--- src/rtl/tub_scan_driver.sv ---
// Scans two 4-digit seven-segment groups in parallel from a per-frame snapshot.
// Optional leading-zero blanking is compiled in when TUB_LZB_EN is defined.
module tub_scan_driver #(
    parameter int SCAN_DIV = 100000,
    parameter int CNT_W    = 20
) (
    input  logic        clk,
    input  logic        reset,
    input  logic        enable,
    input  logic [31:0] digits,
    input  logic [7:0]  dot_mask,
    input  logic [7:0]  blank_mask,
    output logic [7:0]  tub_segments1,
    output logic [7:0]  tub_segments2,
    output logic [7:0]  tub_select,
    output logic        frame_tick
);

    function automatic logic [7:0] seg7(input logic [3:0] c);
        case (c)
            4'h0: seg7 = 8'hFC;  4'h1: seg7 = 8'h60;  4'h2: seg7 = 8'hDA;  4'h3: seg7 = 8'hF2;
            4'h4: seg7 = 8'h66;  4'h5: seg7 = 8'hB6;  4'h6: seg7 = 8'hBE;  4'h7: seg7 = 8'hE0;
            4'h8: seg7 = 8'hFE;  4'h9: seg7 = 8'hF6;  4'hA: seg7 = 8'hEE;  4'hB: seg7 = 8'h3E;
            4'hC: seg7 = 8'h9C;  4'hD: seg7 = 8'h7A;  4'hE: seg7 = 8'h9E;  default: seg7 = 8'h8E;
        endcase
    endfunction

`ifdef TUB_LZB_EN
    // Blank from the group's left edge while digits are undotted zeros; position 0 is exempt.
    function automatic logic [3:0] lzb(input logic [15:0] d, input logic [3:0] dp);
        logic run;
        lzb = '0;
        run = 1'b1;
        for (int p = 3; p >= 1; p--) begin
            run    = run & (d[4*p +: 4] == 4'h0) & ~dp[p];
            lzb[p] = run;
        end
    endfunction
`endif

    logic             en_q, en_d;
    logic [CNT_W-1:0] div_cnt_q, div_cnt_d;
    logic [1:0]       slot_q, slot_d;
    logic [31:0]      snap_dig_q, snap_dig_d;
    logic [7:0]       snap_dot_q, snap_dot_d;
    logic [7:0]       snap_blk_q, snap_blk_d;
    logic [7:0]       seg1_q, seg1_d, seg2_q, seg2_d, sel_q, sel_d;
    logic             tick_q, tick_d;

    logic        frame_start, wrap, new_frame;
    logic [1:0]  slot_nxt;
    logic [2:0]  idx_l, idx_r;
    logic [31:0] src_dig;
    logic [7:0]  src_dot, blank_eff;
    logic [7:0]  seg_l, seg_r, sel_nxt;

    always_comb begin
        frame_start = enable & ~en_q;
        wrap        = enable & en_q & (div_cnt_q == CNT_W'(SCAN_DIV - 1));
        new_frame   = frame_start | (wrap & (slot_q == 2'd3));
        slot_nxt    = frame_start ? 2'd0 : slot_q + 2'd1;
        // A new frame shows the values being captured this edge, not the stale snapshot.
        src_dig     = new_frame ? digits   : snap_dig_q;
        src_dot     = new_frame ? dot_mask : snap_dot_q;
        blank_eff   = new_frame ? blank_mask : snap_blk_q;
`ifdef TUB_LZB_EN
        blank_eff   = blank_eff | {lzb(src_dig[31:16], src_dot[7:4]), lzb(src_dig[15:0], src_dot[3:0])};
`endif
        idx_l   = {1'b1, ~slot_nxt};
        idx_r   = {1'b0, ~slot_nxt};
        seg_l   = blank_eff[idx_l] ? 8'h00 : (seg7(src_dig[{idx_l, 2'b00} +: 4]) | {7'b0, src_dot[idx_l]});
        seg_r   = blank_eff[idx_r] ? 8'h00 : (seg7(src_dig[{idx_r, 2'b00} +: 4]) | {7'b0, src_dot[idx_r]});
        sel_nxt = (8'd1 << idx_l) | (8'd1 << idx_r);
    end

    always_comb begin
        en_d       = enable;
        div_cnt_d  = div_cnt_q;
        slot_d     = slot_q;
        snap_dig_d = snap_dig_q;
        snap_dot_d = snap_dot_q;
        snap_blk_d = snap_blk_q;
        seg1_d     = seg1_q;
        seg2_d     = seg2_q;
        sel_d      = sel_q;
        tick_d     = 1'b0;
        if (!enable) begin
            div_cnt_d = '0;
            slot_d    = '0;
            seg1_d    = '0;
            seg2_d    = '0;
            sel_d     = '0;
        end else if (frame_start || wrap) begin
            div_cnt_d = '0;
            slot_d    = slot_nxt;
            seg1_d    = seg_l;
            seg2_d    = seg_r;
            sel_d     = sel_nxt;
            tick_d    = new_frame;
            if (new_frame) begin
                snap_dig_d = digits;
                snap_dot_d = dot_mask;
                snap_blk_d = blank_mask;
            end
        end else begin
            div_cnt_d = div_cnt_q + 1'b1;
        end
    end

    always_ff @(posedge clk or negedge reset) begin
        if (!reset) begin
            en_q       <= 1'b0;
            div_cnt_q  <= '0;
            slot_q     <= '0;
            snap_dig_q <= '0;
            snap_dot_q <= '0;
            snap_blk_q <= '0;
            seg1_q     <= '0;
            seg2_q     <= '0;
            sel_q      <= '0;
            tick_q     <= 1'b0;
        end else begin
            en_q       <= en_d;
            div_cnt_q  <= div_cnt_d;
            slot_q     <= slot_d;
            snap_dig_q <= snap_dig_d;
            snap_dot_q <= snap_dot_d;
            snap_blk_q <= snap_blk_d;
            seg1_q     <= seg1_d;
            seg2_q     <= seg2_d;
            sel_q      <= sel_d;
            tick_q     <= tick_d;
        end
    end

    assign tub_segments1 = seg1_q;
    assign tub_segments2 = seg2_q;
    assign tub_select    = sel_q;
    assign frame_tick    = tick_q;

endmodule
--- config.mk ---
export PLATFORM = sky130hd
export DESIGN_NAME = tub_scan_driver
export DESIGN_NICKNAME = d
export VERILOG_FILES = /design/src/rtl/tub_scan_driver.sv
export SDC_FILE = /design/constraint.sdc
export NUM_CORES = 1
export LEC_CHECK = 0
export CAP_MARGIN = 20
export CORE_MARGIN = 4
export CORE_UTILIZATION = 47
export DETAILED_ROUTE_END_ITERATION = 7
export GPL_ROUTABILITY_DRIVEN = 0
export PLACE_DENSITY = 0.72
export SLEW_MARGIN = 20
export SYNTH_ARGS = -nofsm -noshare
export SYNTH_HDL_FRONTEND = slang
export SYNTH_SLANG_ARGS = --single-unit
--- constraint.sdc ---
create_clock -name clk -period 5.8 [get_ports clk]
set_input_delay 0.58 -clock clk [delete_from_list [all_inputs] [get_ports clk]]
set_output_delay 0.58 -clock clk [all_outputs]
set_load 0.03 [all_outputs]
==> impl_results.md <==
* First-pass GRT wire length at between 15 and 20 mm
* Initial Util at a little under 50%
* Cell taking the most area after synthesis: dfrtp_1
* Most numerous cell in the Yosys netlist: nand2_1
* Critical-path maximum fanout at 31
* RR Endpoint: tub_segments2[2]$_DFFE_PN0P_
* Share of layout cells above drive strength 1 at 10.5%
* Layout Nets at approximately 630
* Critical-path cell list: clkdlybuf4s50_1 > nor4bb_1 > and4_1 > a21oi_4 > mux2_2 > and2_1 > nor4_2 > inv_1 > ha_1 > mux2_2 > a221oi_1 > a21o_1
* Via density at between 5 and 6
* I/O pins at between 70 and 80
* RSZ-0062 raised after global routing: no
* Final setup violation count at 0
* Initial antenna violation count at 0
* Most Frequent Cell on Critical Path: mux2_2
* # hold bufs at CTS at 0
* Min Tclk post-route at roughly 4.6 ns
* Synth Area per Inst at slightly below 10 sq um
* Worst slew margin at between 30% and 40%
* Top cells by area, synth: dfrtp_1, nand2_1, mux2_2, nor2_1, ha_1
* Syn_nets at roughly 570
* Largest family of logic cells by synthesized area: simple AND/OR/NAND/NOR gates
* Buffer count from post-CTS setup fixing at 0
* Syn Inst Count at roughly 500
* # port buffers at between 70 and 80
* Synth Flop Type: dfrtp_1
* DR WL/cell at around 16 microns
* TritonCTS Sinks at roughly 90
* Lkg Pwr at between 2 and 3 nW
* Critical Path Source Type: input port
* Initial drt markers at about 130
* DR top layer: met4
* Largest net degree at the start of global routing at 57
* Post-Synth XOR/XNOR Area at 3.58%
* CTS tree: done
* Yosys synthesis warning count at 0
* Num CTS Buffers at 9
* Crit path buffers/inverters at 2
* Core area at around 0.010 sq mm
* Clock skew at 0.0103 ns
* WL met1 at around 5.5 mm
* HPWL after DPL at just over 8 mm
* Worst EP arrival at 4.85 ns
* Clock-pin slew on the worst setup and hold paths at approximately 0.10 ns
* Cell Area, Placed at about 0.0057 sq mm
* Synth Cell Area at roughly 0.005 sq mm
* Antenna-violating nets left at 0
* Slowest stage delay, CP at around 0.75 ns
* Vias in the first global route at roughly 3700
* Hold crit path type: in2async
* Post-Route WL at 11.6 mm
* Die Width at 110 microns
* Setup CP Type: in2reg
* Antenna diode count at 0
* Critical Path End Type: flip-flop
* CP max stage cell: a21oi_4
* Outcome: finished clean
* Final WS setup at 1.24 ns
* Gr usage total at 19.5%
* Compound-Gate Fraction of Synth Area at about a tenth
* Cell depth of the worst flop-to-flop path at 12
* Post-synthesis mux area share at 8.14%
* Resized Gates After CTS at 0
* Tcrit/Tclk final at 78.6%
* Area of the die at about 0.012 sq mm
* Max IR drop VDD at between 0.1 and 0.15 mV
* Final Hold Viols at 0
* Synth cell count leaders: nand2_1, dfrtp_1, nor2_1
* Final Max Slew Viols at 0
* Layout area overhead at 20.8%
* Slack of the worst reg-to-reg path at about 1.4 ns
* Pre-antenna DRT Iters at 5
* #FFs+latches synth at 92
* Remaining routing DRC violations at 0
* Wire length on met2 at 5.28 mm
* Simple-gate share of the synthesized area at between 20% and 30%
* Synth unique cells at 61
* Synth top area share at between 40 and 50%
* Dpl ws at approximately 0.91 ns
* WP depth at 12
* Sequential fraction of the synthesis area at 47.1%
* Finished layout cell area at between 0.005 and 0.006 sq mm
* H-tree Lvls at 3
* EDFF count, synth at 0
* Root Buffer: clkbuf_8
* Max-cap violations at 0
* Setup tns final at 0 ns
* Asr flop ratio synth at 100%
* Crit Reg-Reg Startpoint: div_cnt_q[0]$_DFF_PN0_
* Insertion delay to the later sink of the worst-skew pair at roughly 0.35 ns
* Max Freq at 219 MHz
* Worst Max-Slew Pin Slew at 0.913 ns
* Clock tree buffer depth at 2
* Synth Area in Adders at 3.58%
* CP delay by family, top: simple AND/OR/NAND/NOR gates
* Hold slack final at approximately 0.17 ns
* Grt ovf at 0
* Die height at approximately 110 microns
* Via count at ~3800
* Metal3 WL at between 700 and 800 microns
* Req. time, crit path at a little over 6 ns
* # rows at 36
* PwrDens at 254 mW/mm^2
==> logic make-up after synthesis <==
| group | count (synthesis) |
|---|---|
| buf+inv | 42 |
| compound gates | 64 |
| mux | 34 |
| xor+xnor | 20 |
| flops | 92 |
| simple gates | 235 |
| fa+ha+maj | 14 |
==> worst max path at each step <==
stage                            from                            to
4_1_cts                        enable  tub_segments2[2]$_DFFE_PN0P_
3_3_place_gp                   enable  tub_segments2[2]$_DFFE_PN0P_
6_report                       enable  tub_segments2[2]$_DFFE_PN0P_
2_1_floorplan  div_cnt_q[0]$_DFF_PN0_  tub_segments2[2]$_DFFE_PN0P_
3_5_place_dp                   enable  tub_segments2[2]$_DFFE_PN0P_
5_1_grt                        enable  tub_segments2[2]$_DFFE_PN0P_
==> cell usage in the layout (no fill, tap or decap), types with 4 or more instances in the layout <==
master	count
o21ai_0	9
nand3_1	15
clkdlybuf4s50_1	74
and3_1	14
ha_1	14
mux2_2	21
and2_1	7
a221oi_1	4
inv_1	15
nor2_1	48
nand2_1	110
dfrtp_1	92
buf_4	7
clkbuf_8	9
a22o_1	6
xor2_1	13
a21o_1	5
o211ai_1	6
or3_1	4
mux2i_1	9
nor2b_1	5
xnor2_1	7
o22ai_1	5
nand4_1	7
==> state kept, by name, indices dropped and copies added, names as in the netlist <==
register / count
slot_q: 2
tub_segments1: 8
snap_dig_q: 32
tub_segments2: 8
frame_tick: 1
snap_blk_q: 8
div_cnt_q: 20
snap_dot_q: 8
tub_select: 4
en_q: 1
==> worst reg2reg max path, cell delays in order (launching register included) <==
cell and delay, ns:
dfrtp_1 0.43, ha_1 0.25, and4_1 0.26, and3_2 0.29, a21oi_4 0.73, mux2_2 0.43, and2_1 0.16, nor4_2 0.60
inv_1 0.20, ha_1 0.29, mux2_2 0.28, a221oi_1 0.30, a21o_1 0.11
==> per-stage QoR <==
stage | utilization, % | total power (W) | instances
finish | 59.3 | 0.00150 | 705
global route | 59.3 | 0.00157 | 705
CTS | 59.3 | 0.00151 | 704
detailed placement | 57.3 | 0.00107 | 688
global placement | 57.3 | 0.00106 | 688
floorplan | - | 0.000947 | 501
==> cell type report <==
type / instances / area [sq um]
fill: 839 / 4050
multi-input combinational: 367 / 2380
sequential: 92 / 2300
timing repair buffer: 82 / 801
tap: 133 / 166
clock buffer: 9 / 124
clock inverter: 7 / 75.1
inverter: 15 / 56.3
==> per-layer routing <==
metal,track usage (%),vias up
met4,5.52,0
li1,-,1862
met5,0,-
met2,30.4,102
met1,27.5,1807
met3,3.96,10
==> power breakdown <==
| part | switching (W) | internal, W |
|---|---|---|
| combinational | 0.000182 | 0.000151 |
| clock | 0.000236 | 0.000203 |
| sequential | 0.0000250 | 0.000701 |
| total | 0.000444 | 0.00105 |
No activity file was read; power rests on OpenSTA's default activity.
